===== src/rtl/seg_scan_driver_if.sv =====
// Front-panel seven-segment bundle: scan/blink inputs, digit data, display outputs.
// The driver owns the slave side; whoever supplies digits owns the master side.
interface seg_scan_driver_if #(
    parameter int DIGITS = 4
);
    logic                  scan_clk;
    logic                  blink_clk;
    logic [4*DIGITS-1:0]   digits;
    logic [DIGITS-1:0]     blink_mask;
    logic [DIGITS-1:0]     dp_mask;
    logic [DIGITS-1:0]     an_n;
    logic [6:0]            seg_n;
    logic                  dp_n;
    logic                  scan_fault;

    modport master (
        output scan_clk,
        output blink_clk,
        output digits,
        output blink_mask,
        output dp_mask,
        input  an_n,
        input  seg_n,
        input  dp_n,
        input  scan_fault
    );

    modport slave (
        input  scan_clk,
        input  blink_clk,
        input  digits,
        input  blink_mask,
        input  dp_mask,
        output an_n,
        output seg_n,
        output dp_n,
        output scan_fault
    );
endinterface


===== src/rtl/seg_scan_driver.sv =====
// Multiplexed 7-seg driver stepping one digit per scan_clk rising edge, with watchdog.
// Define SEG_BLINK_EN to build the blink synchroniser and per-digit blink gating.
module seg_scan_driver #(
    parameter int DIGITS      = 4,
    parameter int WDOG_CYCLES = 200_000
) (
    input  logic              clk,
    input  logic              reset,
    seg_scan_driver_if.slave  bus
);
    localparam int IW = (DIGITS > 1) ? $clog2(DIGITS) : 1;
    localparam int CW = $clog2(WDOG_CYCLES + 1);
    localparam logic [IW-1:0] LAST = IW'(DIGITS - 1);
    localparam logic [CW-1:0] WLIM = CW'(WDOG_CYCLES);

    logic              scan_s1;
    logic              scan_s2;
    logic              scan_q;
    logic              tick;

    logic [IW-1:0]     idx;
    logic [IW-1:0]     shown;
    logic              shown_v;
    logic [CW-1:0]     cnt;
    logic [CW-1:0]     cnt_inc;
    logic              fault;
    logic [6:0]        seg_r;
    logic              dp_r;
    logic [DIGITS-1:0] an_r;
    logic [DIGITS-1:0] an_nxt;
    logic [3:0]        nib;
    logic              blank;

    function automatic logic [6:0] dec(input logic [3:0] d);
        logic [6:0] s;
        s = 7'h7F;
        case (d)
            4'd0:    s = 7'h40;
            4'd1:    s = 7'h79;
            4'd2:    s = 7'h24;
            4'd3:    s = 7'h30;
            4'd4:    s = 7'h19;
            4'd5:    s = 7'h12;
            4'd6:    s = 7'h02;
            4'd7:    s = 7'h78;
            4'd8:    s = 7'h00;
            4'd9:    s = 7'h10;
            default: s = 7'h7F;
        endcase
        return s;
    endfunction

    always_ff @(posedge clk or negedge reset) begin
        if (!reset) begin
            scan_s1 <= 1'b0;
            scan_s2 <= 1'b0;
            scan_q  <= 1'b0;
        end else begin
            scan_s1 <= bus.scan_clk;
            scan_s2 <= scan_s1;
            scan_q  <= scan_s2;
        end
    end

    assign tick = scan_s2 & ~scan_q;
    assign nib  = bus.digits[int'(idx)*4 +: 4];

`ifdef SEG_BLINK_EN
    logic blink_s1;
    logic blink_s2;
    logic blink_bit;

    always_ff @(posedge clk or negedge reset) begin
        if (!reset) begin
            blink_s1  <= 1'b0;
            blink_s2  <= 1'b0;
            blink_bit <= 1'b0;
        end else begin
            blink_s1 <= bus.blink_clk;
            blink_s2 <= blink_s1;
            if (tick)
                blink_bit <= bus.blink_mask[idx];
        end
    end

    assign blank = blink_bit & blink_s2;
`else
    assign blank = 1'b0;
`endif

    always_ff @(posedge clk or negedge reset) begin
        if (!reset) begin
            idx     <= '0;
            shown   <= '0;
            shown_v <= 1'b0;
            seg_r   <= 7'h7F;
            dp_r    <= 1'b1;
        end else if (tick) begin
            seg_r   <= dec(nib);
            dp_r    <= ~bus.dp_mask[idx];
            shown   <= idx;
            shown_v <= 1'b1;
            idx     <= (idx == LAST) ? '0 : idx + 1'b1;
        end
    end

    // Saturating count; a tick in the threshold cycle clears it and keeps fault low.
    assign cnt_inc = (cnt == WLIM) ? cnt : cnt + 1'b1;

    always_ff @(posedge clk or negedge reset) begin
        if (!reset) begin
            cnt   <= '0;
            fault <= 1'b0;
        end else if (tick) begin
            cnt   <= '0;
            fault <= 1'b0;
        end else begin
            cnt <= cnt_inc;
            if (cnt_inc == WLIM)
                fault <= 1'b1;
        end
    end

    always_comb begin
        an_nxt = '1;
        if (!(fault || !shown_v || blank))
            an_nxt[shown] = 1'b0;
    end

    always_ff @(posedge clk or negedge reset) begin
        if (!reset)
            an_r <= '1;
        else
            an_r <= an_nxt;
    end

    assign bus.an_n       = an_r;
    assign bus.seg_n      = seg_r;
    assign bus.dp_n       = dp_r;
    assign bus.scan_fault = fault;
endmodule


===== src/flat_wrapper.sv =====
// flat-port wrapper written by rule: the top's interface ports become plain ports
module seg_scan_driver_flat 
#(
    parameter int DIGITS      = 4,
    parameter int WDOG_CYCLES = 200_000
)
  (clk, reset, bus_scan_clk, bus_blink_clk, bus_digits, bus_blink_mask, bus_dp_mask, bus_an_n, bus_seg_n, bus_dp_n, bus_scan_fault);
  seg_scan_driver_if #(.DIGITS(DIGITS)) bus_i ();
  input  logic clk;
  input  logic reset;
  input wire logic [$bits(bus_i.scan_clk)-1:0] bus_scan_clk;
  input wire logic [$bits(bus_i.blink_clk)-1:0] bus_blink_clk;
  input wire logic [$bits(bus_i.digits)-1:0] bus_digits;
  input wire logic [$bits(bus_i.blink_mask)-1:0] bus_blink_mask;
  input wire logic [$bits(bus_i.dp_mask)-1:0] bus_dp_mask;
  output wire logic [$bits(bus_i.an_n)-1:0] bus_an_n;
  output wire logic [$bits(bus_i.seg_n)-1:0] bus_seg_n;
  output wire logic [$bits(bus_i.dp_n)-1:0] bus_dp_n;
  output wire logic [$bits(bus_i.scan_fault)-1:0] bus_scan_fault;
  assign bus_i.scan_clk = bus_scan_clk;
  assign bus_i.blink_clk = bus_blink_clk;
  assign bus_i.digits = bus_digits;
  assign bus_i.blink_mask = bus_blink_mask;
  assign bus_i.dp_mask = bus_dp_mask;
  assign bus_an_n = bus_i.an_n;
  assign bus_seg_n = bus_i.seg_n;
  assign bus_dp_n = bus_i.dp_n;
  assign bus_scan_fault = bus_i.scan_fault;
  seg_scan_driver #(.DIGITS(DIGITS), .WDOG_CYCLES(WDOG_CYCLES)) u_core (.clk(clk), .reset(reset), .bus(bus_i));
endmodule

===== config.mk =====
export PLATFORM = sky130hd
export DESIGN_NAME = seg_scan_driver_flat
export DESIGN_NICKNAME = d
export VERILOG_FILES = /design/src/rtl/seg_scan_driver_if.sv /design/src/rtl/seg_scan_driver.sv /design/src/flat_wrapper.sv
export SDC_FILE = /design/constraint.sdc
export NUM_CORES = 1
export LEC_CHECK = 0
export CORE_MARGIN = 2
export CORE_UTILIZATION = 28
export CTS_BUF_LIST = sky130_fd_sc_hd__clkbuf_2 sky130_fd_sc_hd__clkbuf_4 sky130_fd_sc_hd__clkbuf_8
export DETAILED_ROUTE_END_ITERATION = 6
export PLACE_DENSITY_LB_ADDON = 0.1
export SYNTH_ARGS = -nofsm -noshare
export SYNTH_HDL_FRONTEND = slang
export SYNTH_SLANG_ARGS = --single-unit
export TNS_END_PERCENT = 100

===== constraint.sdc =====
create_clock -name clk -period 7.6 [get_ports clk]
set_clock_uncertainty 0.2 [all_clocks]
set_input_delay 1.14 -clock clk [delete_from_list [all_inputs] [get_ports clk]]
set_output_delay 1.14 -clock clk [all_outputs]
set_load 0.01 [all_outputs]

* Word-level counts from Yosys, hierarchy flattened
Memories as Yosys holds them, arrays and structs flattened. A register that Yosys moved wholly into a read port is not among the register bits. Index checks and enable logic that the tools add are counted. W data, S select, Z words.
Cells by class: mux-type cells 10, shifts and indexed selects 1, equality and inequality tests 3, reduce and logical (&&, ||, !) cells 5, add/subtract/negate cells 2, $lt $le $gt $ge 3, bitwise gates (word level) 4
Operators by type and width (count):
- $eq A18 B18 Y1 const B | 2
- $mux W18 | 2
- $add A18 B1 Y18 const B | 1
- $shiftx A16 B5 Y4 | 1
- $lt A2 B3 Y1 const B | 2
- $mux W1 | 4
- $mux W4 | 1
- $not A4 Y4 | 1
- $add A2 B1 Y2 const B | 1
- $bmux W1 S2 | 1
- $demux W1 S2 | 1
- $eq A2 B2 Y1 const B | 1
- $ge A2 B1 Y1 const B | 1
- $logic_not A1 Y1 | 2
- $mux W2 | 1
- $not A1 Y1 | 2
- $reduce_bool A2 Y1 | 1
- $and A1 B1 Y1 | 1
- $logic_and A1 B1 Y1 | 1
- $logic_or A1 B1 Y1 | 1
Storage, ports and cells: bits in read-only memories 112, memories 1, word-level logic and storage cells 39, input port bits 28, flip-flop bits (word level) 32
Memories:
- (no name shown) | words 16, width 7, read ports 1, clocked after memory_dff 1, wr ports 0, line seg_scan_driver.sv:37 | case (d)

* Longest topological paths before layout
Gate-level depths: netlist of the first run.
word-level depth 6, gate-level depth with buffers 8, depth with buffers taken out 7

* Least setup slack after synthesis of the first run
No wires, ideal clock.
kind input-to-reg, start point input port bus_digits[13], end point register u_core.seg_r[3], in the netlist u_core.bus.seg_n[3], required time 7340 ps, path buffers 0, stages on the path 5, arrival 2346 ps, library setup time 60 ps, slack 4993 ps, cell sequence mux4_2 -> inv_1 -> ha_1 -> a211oi_1 -> o22a_1
On the way: cells in the longest elaborated chain, start to end 1
Ends and longest elaborated chain:
- from (decl) | line flat_wrapper.sv:13 | input wire logic [$bits(bus_i.digits)-1:0] bus_digits;
- $shiftx A16 B5 Y4 | line seg_scan_driver.sv:66 | assign nib = bus.digits[int'(idx)*4 +: 4];
- to (decl) | line seg_scan_driver.sv:27 | logic [6:0] seg_r;
Every way passes these cells. A chain may end at the register's enable or synchronous reset.

* Final worst setup path of the first run
start point input port bus_digits[1], end point register u_core.seg_r[3], in the netlist u_core.bus.seg_n[3]
The elaborated chain is that of the path after synthesis.

==> results by group, run 1 <==
Synth
  – Syn nets: about 270
  – Cell type with the highest aggregate area in the netlist: dfrtp_1
  – Netlist Area Pre-Place: 2210 µm²
  – EDFF count, synth: 0
  – Asr flop ratio synth: 1.00
  – Syn avg cell area: slightly below 10 µm²
  – #FFs+latches synth: 39
  – Cells after synthesis: 230
  – Ys flop type: dfrtp_1
  – Ys Warns: 0
  – Distinct cells, synth: 45
  – Top-area cell type share of the netlist area: 0.306
  – Synth top area cells: dfrtp_1, dfstp_2, nor2_1, mux4_2, ha_1
  – Seq/Total Area, Yosys: 0.448

Clocking
  – Root buffer selected by CTS: clkbuf_8
  – Post-CTS Setup Inserts: 0
  – Cts repair resizes: 0
  – Hold Buf Count CTS: 0
  – Htree depth: 2
  – Clock sink count: 39
  – Inserted Clock Buffers: 5
  – CTS tree: built
  – CTS max path bufs: 2
  – Worst-skew pair later-pin latency: 0.30 ns
  – Clock transition at the registers of the reported paths: about 0.070 ns

STA
  – Hold Fails Final Rpt: 0
  – Setup tns final: 0 ns
  – Final Setup Violations: 0
  – Max-slew violations: 0
  – Achievable clock frequency: roughly 350 MHz
  – Worst slew margin: 0.423
  – Period utilization: 0.372
  – Unrepaired setup endpoints after global routing: false
  – Post-layout min period: 2.83 ns
  – Worst-margin pin slew: around 0.87 ns

Pwr
  – Sw Ratio: 0.324
  – Pleak: 1.11 nW
  – Cell internal pwr: 0.496 mW
  – Clock network fraction of design power: 0.238
  – Combinational power share: 0.336
  – Sw Pwr: ~0.24 mW
  – Power Dens Cells: about 270 nW/µm²
  – Share of power burned in registers: 0.426
  – Peak VDD IR: 76.8 µV

Route
  – Vias: around 1700
  – Met2 wire length: 2150 µm
  – Top routing layer used: met4
  – WL per Instance: 13.5 µm
  – Vias per inst: roughly 4.7
  – DRC viols: 0
  – Starting DRC count in detailed routing: 60
  – Met1 wire length: about 2400 µm
  – DRT antenna net count: 0
  – Drt first pass iters: 4
  – Final WL: roughly 4900 µm
  – Wire length on met3: 257 µm

Critical path
  – Critical path startpoint category: input port
  – CP Data Required Time: approximately 7.6 ns
  – Critical path type: input port to flip-flop
  – Reg-to-Reg End: u_core.bus.scan_fault
  – Critical path endpoint: u_core.bus.seg_n[3]
  – Worst r2r path cells: 6
  – Crit. End Element: flip-flop
  – Max FO, Critical Path: 5
  – Reg2reg setup slack: just under 5 ns
  – Reg2reg start: u_core.cnt[6]
  – Crit path launch: bus_digits[1]
  – CP arrival: approximately 2.9 ns

Placement
  – GP Congestion: 0.790
  – Cell Count Post-Placement: around 360
  – Post-DP HPWL: between 3000 and 4000 µm
  – PortBufs: 35
  – Dpl cell area: roughly 2600 µm²

Min path
  – HP Class: flip-flop to flip-flop
  – Hold Crit Start: u_core.scan_s1

Global route
  – Number of antenna violations at the first check in global routing: 0
  – Gr usage total: 0.121
  – Gr ovfl total: 0
  – First-pass GRT wire length: slightly above 8000 µm
  – Largest net degree at the start of global routing: 40
  – Vias in the first global route: roughly 1700

Layout
  – Layout fillers: between 800 and 900
  – Design Area, Final: between 2000 and 3000 µm²
  – Layout Nets: a little under 300
  – Post-route insts no fill: about 360
  – Commonest non-fill, non-tap cell in the layout: clkdlybuf4s50_1
  – Area Overhead vs Synth: 23.9%
  – Most frequent cells in the layout: clkdlybuf4s50_1, nor2_1, dfrtp_1, nand2_1
  – Layout cell share with drive strength beyond 1: 0.134
  – N_diodes: 0

Status
  – Status: finished clean

Run
  – Max-Cap Viols: 0

Floorplan
  – Die Y: between 90 and 100 µm
  – Core footprint: ~7700 µm²
  – Die Wd: between 90 and 100 µm
  – Die area: approximately 8600 µm²
  – Row count: 32
  – Initial Utilization: 0.287
  – Ports: ~40
routing by layer:
metal / global-route usage / up-vias
met3: 0.0285 / 5
met5: 0 / -
met4: 0.0368 / 0
met2: 0.193 / 42
li1: - / 857
met1: 0.163 / 814
cell type report:
type,instances,area (µm²),area share
Sequential cell,39,991,0.362
Clock buffer,5,68.8,0.0251
Multi-Input combinational cell,173,1130,0.415
Clock inverter,3,43.8,0.0160
Timing Repair Buffer,36,353,0.129
Tap cell,102,128,0.0466
Inverter,5,18.8,0.00686
state kept, by name (all words and copies together) (netlist names):
register / count
u_core.cnt: 18
u_core.bus.seg_n: 7
u_core.bus.an_n: 4
u_core.idx: 2
u_core.shown: 2
u_core.bus.dp_n: 1
u_core.bus.scan_fault: 1
u_core.scan_q: 1
u_core.scan_s1: 1
u_core.scan_s2: 1
u_core.shown_v: 1
per-stage QoR:
step | hold WS [ns] | util | total power [mW] | setup WS, ns
after floorplan | 0.131 | - | 0.467 | 4.99
after global placement | 0.140 | 0.341 | 0.568 | 4.46
after detailed placement | 0.148 | 0.341 | 0.567 | 4.48
after CTS | 0.167 | 0.356 | 0.748 | 4.78
after global routing | 0.175 | 0.356 | 0.795 | 4.67
final | 0.159 | 0.356 | 0.735 | 4.77
power by group through the flow:
stage	Clock (mW)	Combinational (mW)	Sequential [mW]
4_1_cts	0.183	0.251	0.314
2_1_floorplan	0	0.158	0.309
3_3_place_gp	0	0.251	0.317
3_5_place_dp	0	0.249	0.318
5_1_grt	0.192	0.282	0.321
6_report	0.175	0.247	0.313
logic make-up after synthesis:
kind of cell,synth area share
adders and majority gates,0.0453
AOI/OAI and AO/OA,0.0878
muxes,0.0606
and+or+nand+nor,0.249
xor gates and xnor gates,0.0713
buffers and inverters,0.0379
DFF,0.448
how the worst min path moves through the flow:
stage	cells past startpoint	to
after global placement	0	u_core.scan_s2
after CTS	0	u_core.scan_s2
after detailed placement	0	u_core.scan_s2
after floorplan	0	u_core.scan_s2
after global routing	0	u_core.scan_s2
final	0	u_core.scan_s2
worst max-delay path, stage by stage:
cell             delay (ns)
clkdlybuf4s50_1        0.40
mux4_2                 0.52
inv_1                  0.16
ha_1                   0.26
a211oi_1               0.22
o22a_1                 0.16
cell usage after synthesis, types with 2 or more instances:
cell type / instances
o21ai_0: 12
mux4_2: 5
a21oi_1: 8
inv_1: 5
o22a_1: 3
dfstp_2: 12
nor3_1: 6
clkbuf_1: 9
nand2_1: 26
dfrtp_1: 27
nand3_1: 12
xor2_1: 11
nand4b_1: 2
nor2b_1: 5
nor4_1: 2
nand2b_1: 5
a31oi_1: 2
xnor2_1: 7
nand4_1: 5
buf_2: 2
nor2_1: 33
ha_1: 8
(Power assumes the default switching activity.)
==> run 2, diff against run 1 <==
- clock period: 7.6 -> 2.7 ns (I/O delays scaled with it)
==> run 2 against run 1 <==
Sequential power rose to 2.7 times the previous value; global-route usage grew 0.34 points; critical path type is now flip-flop to flip-flop; combinational power grew to 3.1 times the previous value; design area up 2.7%; critical endpoint is now u_core.bus.scan_fault.
==> results by group, run 2 (same netlist as run 1, synthesis figures left out) <==
Critical path
  – Max incr delay on CP: just under 0.6 ns
  – Critical path cell sequence: or4b_1, or4b_4, nor3_4, buf_4, nor4_1, o21ai_1, o31ai_1
  – Buf+Inv Stages, Crit Path: 1
  – Critical path startpoint category: flip-flop
  – Max FO, Critical Path: 6
  – CP arrival: 2.47 ns
  – Critical path type: flip-flop to flip-flop
  – Crit. End Element: flip-flop
  – Slowest cell on the critical path: or4b_1
  – Worst path top cell family by delay: simple AND/OR/NAND/NOR gates
  – CP Data Required Time: between 2 and 3 ns

STA
  – Worst slew margin: 0.416
  – Final Setup Violations: 0
  – Setup tns final: 0 ns
  – Unrepaired setup endpoints after global routing: false
  – Post-layout min period: between 2 and 2.5 ns
  – Hold Fails Final Rpt: 0
  – Achievable clock frequency: about 400 MHz
  – Worst-margin pin slew: about 0.9 ns
  – Period utilization: 0.920
  – Max-slew violations: 0

Clocking
  – Clock transition at the registers of the reported paths: about 0.08 ns
  – Root buffer selected by CTS: clkbuf_8
  – Cts repair resizes: 0
  – CTS tree: built
  – CTS max path bufs: 2
  – Hold Buf Count CTS: 0
  – Htree depth: 2
  – Post-CTS Setup Inserts: 0
  – Inserted Clock Buffers: 5
  – Worst-skew pair later-pin latency: ~0.29 ns
  – Clock sink count: 39

Route
  – Drt first pass iters: 4
  – Final WL: between 4000 and 5000 µm
  – WL per Instance: 13.3 µm
  – Vias: 1729
  – Starting DRC count in detailed routing: between 40 and 50
  – DRT antenna net count: 0
  – DRC viols: 0
  – Vias per inst: between 4 and 5

Layout
  – Commonest non-fill, non-tap cell in the layout: clkdlybuf4s50_1
  – Area Overhead vs Synth: 27.2%
  – Layout cell share with drive strength beyond 1: 0.160
  – Layout fillers: between 800 and 900
  – Most flop-heavy register: u_core.cnt
  – Layout Nets: ~300
  – Max reg flops: 18
  – N_diodes: 0
  – Most frequent cells in the layout: clkdlybuf4s50_1, nor2_1, dfrtp_1, nand2_1

Global route
  – Largest net degree at the start of global routing: 40
  – Vias in the first global route: roughly 1800
  – Number of antenna violations at the first check in global routing: 0
  – Gr usage total: 0.124
  – GR Layer Usage met3: 0.0309
  – Met1 global-route usage: 0.169
  – GRT met2 Usage: 0.194
  – First-pass GRT wire length: roughly 8500 µm
  – GR peak layer: met2
  – Gr ovfl total: 0

Floorplan
  – Core footprint: between 7000 and 8000 µm²
  – Ports: 41
  – Initial Utilization: 0.287
  – Die Y: ~93 µm
  – Die area: roughly 8600 µm²
  – Die Wd: about 93 µm
  – Row count: 32

Run
  – Max-Cap Viols: 0

Min path
  – HP Class: input port to asynchronous set/reset pin

Status
  – Status: finished clean

Pwr
  – Peak VDD IR: approximately 190 µV
  – Power Dens Cells: 748 nW/µm²
  – Power Total: 2.10 mW
  – Pleak: about 1.2 nW

Placement
  – Post-DP HPWL: around 3600 µm
  – GP Congestion: 0.811
  – PortBufs: 35
-- run 2: cell count changes in the layout (fill, tap and decap cells not counted), sizes merged --
cell	delta
buf	+8
-- run 2: layer usage --
metal  wire, µm  part of all wire
met1       2400              0.49
met2       2220              0.45
met3        238             0.048
met4         78             0.016
met5          0                 0
-- run 2: final cells by class --
| class | count | area (µm²) | area share |
|---|---|---|---|
| well taps | 102 | 128 | 0.0454 |
| clock buffers | 5 | 68.8 | 0.0245 |
| repair buffers | 44 | 425 | 0.151 |
| flip-flops and latches | 39 | 991 | 0.353 |
| clock inverters | 3 | 43.8 | 0.0156 |
| inverters | 5 | 18.8 | 0.00668 |
| multi-input cells | 173 | 1130 | 0.404 |
-- run 2: path summary, 6_finish.rpt --
check / slack [ns] / start / to / depth (start not counted)
worst min register to register: 0.15 / u_core.scan_s1 / u_core.scan_s2 / 0
worst max-delay path: 0.22 / u_core.cnt[4] / u_core.bus.scan_fault / 7
worst max register to register: 0.22 / u_core.cnt[4] / u_core.bus.scan_fault / 7
max in group asynchronous: 1.72 / reset / u_core.cnt[6] / 1
worst min-delay path: 0.03 / reset / u_core.shown[1] / 1
min in group clk: 0.15 / u_core.scan_s1 / u_core.scan_s2 / 0
-- run 2: power by group --
group / leakage [nW] / switching [mW] / internal (mW)
Sequential: 0.481 / 0.0974 / 0.754
Clock: 0.0581 / 0.219 / 0.275
Combinational: 0.620 / 0.362 / 0.395
Total: 1.16 / 0.678 / 1.42
-- run 2: worst reg2reg max path, cell delays in order, from the launching register on --
cell	delay, ns
dfrtp_1	0.44
or4b_1	0.59
or4b_4	0.55
nor3_4	0.13
buf_4	0.16
nor4_1	0.05
o21ai_1	0.17
o31ai_1	0.09
-- run 2: through the flow --
step / utilization / hold slack, ns / instances / instance area, µm² / setup slack [ns]
final: 0.366 / 0.0318 / 371 / 2810 / 0.216
after global routing: 0.366 / 0.100 / 371 / 2810 / 0.101
after CTS: 0.366 / 0.0511 / 371 / 2810 / 0.200
after detailed placement: 0.351 / 0.138 / 363 / 2700 / 0.208
after global placement: 0.351 / 0.137 / 363 / 2700 / 0.199
after floorplan: - / -0.0906 / 230 / 2210 / 0.271
==> run 3, diff against run 2 <==
- HOLD_SLACK_MARGIN: unset -> 0.08
==> run 3 against run 2 <==
First-iteration DRC count shrank 8.2%; combinational power is essentially flat; critical path depth is the same; routed wire length grew 0.34%; sequential share of layout area shrank 0.13 points; highest routed layer unchanged; register-to-register slack is essentially flat; global-route usage is essentially flat; via count grew 0.52%.
==> results by group, run 3 (same netlist as run 1, synthesis figures left out) <==
Global route
  – Gr ovfl total: 0
  – Gr usage total: 0.125
  – Vias in the first global route: between 1500 and 2000
  – First-pass GRT wire length: approximately 8500 µm
  – Largest net degree at the start of global routing: 40
  – Number of antenna violations at the first check in global routing: 0

Layout
  – Commonest non-fill, non-tap cell in the layout: clkdlybuf4s50_1
  – Most frequent cells in the layout: clkdlybuf4s50_1, nor2_1, dfrtp_1, nand2_1
  – Max reg flops: 18
  – Area Overhead vs Synth: 27.6%
  – Layout Nets: a little over 300
  – Layout fillers: 800
  – N_diodes: 0
  – Layout cell share with drive strength beyond 1: 0.159
  – Design Area, Final: between 2000 and 3000 µm²
  – Post-route insts no fill: ~370
  – Most flop-heavy register: u_core.cnt

Status
  – Status: finished clean

Floorplan
  – Die area: roughly 8600 µm²
  – Die Y: around 93 µm
  – Ports: between 40 and 50
  – Core footprint: a little under 8000 µm²
  – Die Wd: ~93 µm
  – Row count: 32
  – Initial Utilization: 0.287

Clocking
  – CTS tree: built
  – Root buffer selected by CTS: clkbuf_8
  – CTS max path bufs: 2
  – Inserted Clock Buffers: 5
  – Clock sink count: 39
  – Htree depth: 2
  – Clock transition at the registers of the reported paths: around 0.08 ns
  – Worst-skew pair later-pin latency: between 0.2 and 0.3 ns

Critical path
  – Critical path startpoint category: flip-flop
  – CP arrival: ~2.5 ns
  – Crit. End Element: flip-flop
  – Max FO, Critical Path: 6
  – Critical path type: flip-flop to flip-flop
  – CP Data Required Time: roughly 2.7 ns

STA
  – Setup tns final: 0 ns
  – Setup ws final: approximately 0.22 ns
  – Max-slew violations: 0
  – Worst slew margin: 0.415
  – Achievable clock frequency: 403 MHz
  – Post-layout min period: 2.48 ns
  – Hold Fails Final Rpt: 0
  – Period utilization: 0.920
  – Worst-margin pin slew: approximately 0.88 ns
  – Final Setup Violations: 0
  – Unrepaired setup endpoints after global routing: false

Min path
  – HP Class: flip-flop to flip-flop

Placement
  – Dpl cell area: 2700 µm²
  – PortBufs: 35
  – GP Congestion: between 0.8 and 0.9
  – Post-DP HPWL: ~3600 µm
  – Pre-CTS setup slack: roughly 0.21 ns
  – Cell Count Post-Placement: between 300 and 400

Route
  – DRT antenna net count: 0
  – Top routing layer used: met4
  – WL per Instance: between 10 and 15 µm
  – Met2 wire length: around 2200 µm
  – Vias per inst: 4.67
  – Drt first pass iters: 4
  – Met1 wire length: about 2400 µm
  – Starting DRC count in detailed routing: 45
  – Wire length on met3: between 200 and 300 µm
  – DRC viols: 0
  – Final WL: approximately 5000 µm
  – Vias: roughly 1700

Pwr
  – Power Dens Cells: about 750 nW/µm²
  – Pleak: 1.16 nW
  – Peak VDD IR: around 190 µV

Run
  – Max-Cap Viols: 0
## run 3: cell count changes in the layout (fill, tap and decap cells not counted)
cell	change
dlygate4sd3_1	+1
## run 3: stage by stage
stage	total power, mW	utilization	hold slack [ns]
after floorplan	1.31	-	-0.0906
after global placement	1.63	0.351	0.137
after detailed placement	1.63	0.351	0.138
after CTS	2.14	0.367	0.157
after global routing	2.28	0.367	0.173
final	2.10	0.367	0.153
## run 3: per-layer routing
layer / track usage / up-vias
met2: 0.195 / 43
met5: 0 / -
li1: - / 876
met3: 0.0309 / 7
met1: 0.169 / 812
met4: 0.0404 / 0
## run 3: worst max-delay path: stages (launching register included)
cell and delay, ns:
dfrtp_1 0.44, or4b_1 0.59, or4b_4 0.55, nor3_4 0.13, buf_4 0.16, nor4_1 0.05
o21ai_1 0.17, o31ai_1 0.09
## run 3: final cells by class
type / count / area, µm² / area share
sequential: 39 / 991 / 0.351
inverter: 5 / 18.8 / 0.00665
clock buffer: 5 / 68.8 / 0.0244
clock inverter: 3 / 43.8 / 0.0155
timing repair buffer: 45 / 435 / 0.154
multi-input combinational: 173 / 1130 / 0.402
tap: 102 / 128 / 0.0453
## run 3: repair_timing
item                                   4_1_cts  5_1_grt
resized for setup                            0        0
hold buffers                                 1        0
buffers inserted                             0        0
endpoints found under the hold margin       27        0
## run 3: where the power goes
part / switching, mW / internal (mW)
Combinational: 0.362 / 0.396
Sequential: 0.0978 / 0.754
Clock: 0.219 / 0.275
Total: 0.679 / 1.43
## run 3: path summary, 6_finish.rpt
path / start / end / slack (ns) / cells after the start
min in group asynchronous: reset / u_core.shown[1] / 0.58 / 2
hold reg to reg: u_core.scan_s1 / u_core.scan_s2 / 0.15 / 0
setup reg to reg: u_core.cnt[4] / u_core.bus.scan_fault / 0.22 / 7
hold / removal: u_core.scan_s1 / u_core.scan_s2 / 0.15 / 0
setup / recovery: u_core.cnt[4] / u_core.bus.scan_fault / 0.22 / 7
max in group asynchronous: reset / u_core.cnt[6] / 1.17 / 2
